**config.mk**
```make
export PLATFORM = sky130hd
export DESIGN_NAME = cache_fill_fsm
export DESIGN_NICKNAME = d
export VERILOG_FILES = /design/src/rtl/cache_fill_fsm.sv
export SDC_FILE = /design/constraint.sdc
export NUM_CORES = 1
export LEC_CHECK = 0
export CORE_UTILIZATION = 35
export CTS_CLUSTER_DIAMETER = 100
export DETAILED_ROUTE_END_ITERATION = 8
export PLACE_DENSITY_LB_ADDON = 0.3
export SLEW_MARGIN = 25
export SYNTH_ARGS = -nofsm -noshare
export SYNTH_HDL_FRONTEND = slang
export SYNTH_SLANG_ARGS = --single-unit
export TNS_END_PERCENT = 1
```
**constraint.sdc**
```tcl
create_clock -name clk -period 1.3 [get_ports clk]
set_input_delay 0.13 -clock clk [delete_from_list [all_inputs] [get_ports clk]]
set_output_delay 0.13 -clock clk [all_outputs]
set_load 0.03 [all_outputs]
```
**src/rtl/cache_fill_fsm.sv**
```systemverilog
// Cache block fill controller: on a miss, issues the eight word reads of the
// 16-byte block and writes each returned word, then the tag, into the cache arrays.
module cache_fill_fsm (
  input  logic        clk,
  input  logic        rst,
  input  logic        miss_detected,
  input  logic [15:0] miss_address,
  input  logic        memory_data_valid,
  output logic        fsm_busy,
  output logic        write_data_array,
  output logic        write_tag_array,
  output logic        mem_read_en,
  output logic [15:0] memory_address,
  output logic [2:0]  fill_word,
  output logic        fsm_state_o
);

  typedef enum logic {
    ST_IDLE = 1'b0,
    ST_FILL = 1'b1
  } state_e;

  localparam logic [3:0] WORDS_PER_BLOCK = 4'd8;
  localparam logic [3:0] LAST_WORD       = 4'd7;

  state_e      state_q, state_d;
  logic [3:0]  issue_cnt_q, issue_cnt_d;
  logic [3:0]  recv_cnt_q, recv_cnt_d;
  logic [15:0] base_q, base_d;

  logic [15:0] miss_base;
  logic        issuing;
  logic        last_word;

  assign miss_base = {miss_address[15:4], 4'h0};
  assign issuing   = (issue_cnt_q < WORDS_PER_BLOCK);
  assign last_word = (recv_cnt_q == LAST_WORD);

  // State register
  always_ff @(posedge clk or negedge rst) begin
    if (!rst) begin
      state_q     <= ST_IDLE;
      issue_cnt_q <= 4'd0;
      recv_cnt_q  <= 4'd0;
      base_q      <= 16'h0000;
    end else begin
      state_q     <= state_d;
      issue_cnt_q <= issue_cnt_d;
      recv_cnt_q  <= recv_cnt_d;
      base_q      <= base_d;
    end
  end

  // Next-state logic; issue and receive counters advance independently
  always_comb begin
    state_d     = state_q;
    issue_cnt_d = issue_cnt_q;
    recv_cnt_d  = recv_cnt_q;
    base_d      = base_q;
    case (state_q)
      ST_IDLE: begin
        if (miss_detected) begin
          base_d      = miss_base;
          issue_cnt_d = 4'd1;
          recv_cnt_d  = 4'd0;
          state_d     = ST_FILL;
        end
      end
      ST_FILL: begin
        if (issuing) begin
          issue_cnt_d = issue_cnt_q + 4'd1;
        end
        if (memory_data_valid) begin
          recv_cnt_d = recv_cnt_q + 4'd1;
          if (last_word) begin
            recv_cnt_d  = 4'd0;
            issue_cnt_d = 4'd0;
            state_d     = ST_IDLE;
          end
        end
      end
      default: state_d = ST_IDLE;
    endcase
  end

  // Output logic; held at zero while reset is asserted, even with a miss pending
  always_comb begin
    fsm_busy         = 1'b0;
    write_data_array = 1'b0;
    write_tag_array  = 1'b0;
    mem_read_en      = 1'b0;
    memory_address   = 16'h0000;
    fill_word        = 3'd0;
    if (rst) begin
      case (state_q)
        ST_IDLE: begin
          if (miss_detected) begin
            fsm_busy       = 1'b1;
            mem_read_en    = 1'b1;
            memory_address = miss_base;
          end
        end
        ST_FILL: begin
          fsm_busy = 1'b1;
          if (issuing) begin
            mem_read_en    = 1'b1;
            memory_address = base_q + {11'd0, issue_cnt_q, 1'b0};
          end
          if (memory_data_valid) begin
            write_data_array = 1'b1;
            fill_word        = recv_cnt_q[2:0];
            write_tag_array  = last_word;
          end
        end
        default: ;
      endcase
    end
  end

  assign fsm_state_o = state_q;

endmodule

```
==> impl_metrics.toml <==
[run_status]
status = "finished, violations left"
violations = "setup timing"

[clocking]
clock-root-buffer = "clkbuf_4"
ctsHoldBuffers = 0
clkSlewWorstSetupHoldPaths_ns = 0.12
cts_sinks = 21
htree_levels = 1
clk_latency_ns = 0.30
cts_tree = "built"
cts_buffer_depth = 2
numCtsBuffers = 3

[setup_path]
crit_path_max_fanout = 13
cp_slowest_cell = "dfrtp_2"
worstPathRequired_ns = 1.17
worst_setup_path_start_kind = "flop"
critical-path-max-stage-delay_ns = 0.47
path_cells = "nor2b_4 > buf_12 > nand2_1 > a21boi_4 > buf_6"
path_class = "flop to output port"
end_kind = "output port"
arrival_ns = 1.47

[power]
power_switching_share_pct = 44.0
pwr-share-clk_pct = 7.3
cellPowerDensity_nw_per_um2 = 2030
power.leakage_nw = 1.01
seqPwrFrac_pct = 28.9
p_comb_share_pct = 63.7
power_switching_mw = 1.88
internal-power_mw = 2.39
vdd_drop_max_mv = 0.967

[floorplanning]
ios = 44
die_area_um2 = 3610
rows = 20
core_area_um2 = 3130
die_x_um = 60.1
die_y_um = 60.1
start_util_pct = 37.8

[grt]
grt_overflow = 0
grt_max_degree = 30
grt_usage_pct = 19.3
grt_pass1_wl_um = 5150
antenna_found_initial = 0
grt_pass1_vias = 1231

[synth]
yosys_warnings = 0
synth_top_area_share_pct = 44.5
yosysMostFrequentCell = "nand2_1"
ys.flop_type = "dfrtp_1"
synth_edf_count = 0
synthTopCellsByCount = "nand2_1 (55), dfrtp_1 (21), a21boi_1 (12)"
ys_seq_elements = 21
synth_area_um2 = 1180
synth.distinct_cells = 32
synth_top_area_cell = "dfrtp_1"
synth_cells = 142
syn_nets = 165
ys_async_sr_fraction_pct = 100
ys_top_cells_by_area = "dfrtp_1 (44%), nand2_1 (17%), a21boi_1 (7.6%)"
synth-seq-area-share_pct = 44.5
syn_area_per_cell_um2 = 8.32

[detailed_routing]
wl_um = 3340
final_antenna_net_count = 0
routedWlPerCell_um = 13.2
dr.pass1.iters = 4
drtIter0Drc = 31
vias_per_cell = 4.87
drc = 0
vias = 1232

[finish]
final-seq-area_um2 = 527
fin_nets = 233
diodes = 0
areaGrowthSynthToFinish_pct = 78.3
drive_gt1_share_pct = 47.8
multi_input_comb_area_um2 = 811
fillers = 243

[placement]
place_congestion = 0.759
portBuffers = 38
detailed_place_hpwl_um = 2440

[timing]
drv_slew = 0
report.final.hold_viol_count = 0
rsz0062_at_grt = "yes"
fin_skew_ns = 0.0106
fin_crit_sh_pct = 123
timing.final.ws_setup_ns = -0.299
period_minus_slack_ns = 1.60
final.setup.tns_ns = -5.35
max_freq_mhz = 625
setup_viol = 26
fin_hold_ws_ns = 0.227

[run]
maxCapViolCount = 0

[min_path]
hp-class = "input port to async pin"
repair_timing:
action                                 in CTS  in global routing
gates resized for setup                    45                  6
pin swaps                                   5                  2
setup buffers                               4                  0
endpoints found under the hold margin       0                  0
cloned                                      1                  0
setup endpoints to repair                  29                 28
layout by cell type (no fill, tap or decap), types with 3 or more instances in the layout:
| cell | instances |
|---|---|
| nand2_1 | 44 |
| buf_4 | 27 |
| buf_6 | 25 |
| dfrtp_1 | 20 |
| clkdlybuf4s50_1 | 15 |
| nand2_2 | 11 |
| a21boi_4 | 9 |
| nand3_1 | 5 |
| and3_4 | 4 |
| and2_4 | 4 |
| a21boi_2 | 3 |
| clkbuf_4 | 3 |
final cells by class:
class	count	share of cell area (%)
clock buffer	3	1.07
clock inverter	1	0.238
inverter	3	0.535
multi-input combinational	112	38.5
sequential	21	25.0
tap	44	2.61
timing repair buffer	69	32.0
cells by family after synthesis:
logic type | after synthesis | share of synthesized area, %
muxes | 1 | 0.953
and+or+nand+nor | 82 | 31.7
other | 1 | 0.317
xor gates and xnor gates | 1 | 0.742
AOI/OAI and AO/OA | 23 | 14.0
adders and majority gates | 3 | 3.18
DFF | 21 | 44.5
buffers and inverters | 10 | 4.66
per-layer routing:
layer  part of all wire [%]  GRT usage, %
met5                      0             0
met4                    1.8          9.63
met3                    3.2          3.25
met2                     53          34.8
met1                     42          21.7
path summary, 6_finish.rpt:
| path | from | endpoint | slack, ns | cells past startpoint |
|---|---|---|---|---|
| setup / recovery | fsm_state_o$_DFF_PN0_ | memory_address[7] | -0.30 | 5 |
| hold / removal | rst | base_q[7]$_DFFE_PN0P_ | 0.23 | 2 |
| setup reg to reg | recv_cnt_q[0]$_DFFE_PN0P_ | issue_cnt_q[2]$_DFFE_PN0N_ | -0.04 | 4 |
| hold reg to reg | base_q[6]$_DFFE_PN0P_ | base_q[6]$_DFFE_PN0P_ | 0.49 | 2 |
| max in group asynchronous | rst | recv_cnt_q[2]$_DFFE_PN0P_ | 0.78 | 3 |
| min in group clk | miss_address[4] | base_q[4]$_DFFE_PN0P_ | 0.42 | 3 |
critical path: cells and delay by family, from the launching register on:
family | cells | cell delay, ns
AOI/OAI and AO/OA | 1 | 0.15
buffers and inverters | 2 | 0.29
DFF | 1 | 0.47
and+or+nand+nor | 2 | 0.25
sequential cells by signal, indices dropped and copies added, names as in the netlist:
register and count:
base_q 12, fsm_state_o 1, issue_cnt_q 4, recv_cnt_q 4
through the flow:
step,utilization [%],instances,instance area [um2],setup WS [ns],total power [mW]
after floorplan,-,142,1330,-0.0772,2.78
after global placement,59.8,244,1870,-0.266,3.41
after detailed placement,59.8,244,1870,-0.298,3.53
after CTS,66.8,253,2090,-0.303,4.24
after global routing,67.3,253,2110,-0.361,4.57
final,67.3,253,2110,-0.299,4.27
power groups by stage:
| stage | Clock, mW | Sequential (mW) | Combinational (mW) |
|---|---|---|---|
| 2_1_floorplan | 0 | 1.18 | 1.60 |
| 4_1_cts | 0.323 | 1.23 | 2.69 |
| 3_3_place_gp | 0 | 1.20 | 2.22 |
| 3_5_place_dp | 0 | 1.22 | 2.31 |
| 6_report | 0.313 | 1.24 | 2.72 |
| 5_1_grt | 0.350 | 1.27 | 2.95 |
Note: power is estimated with default switching activity, not from simulation.
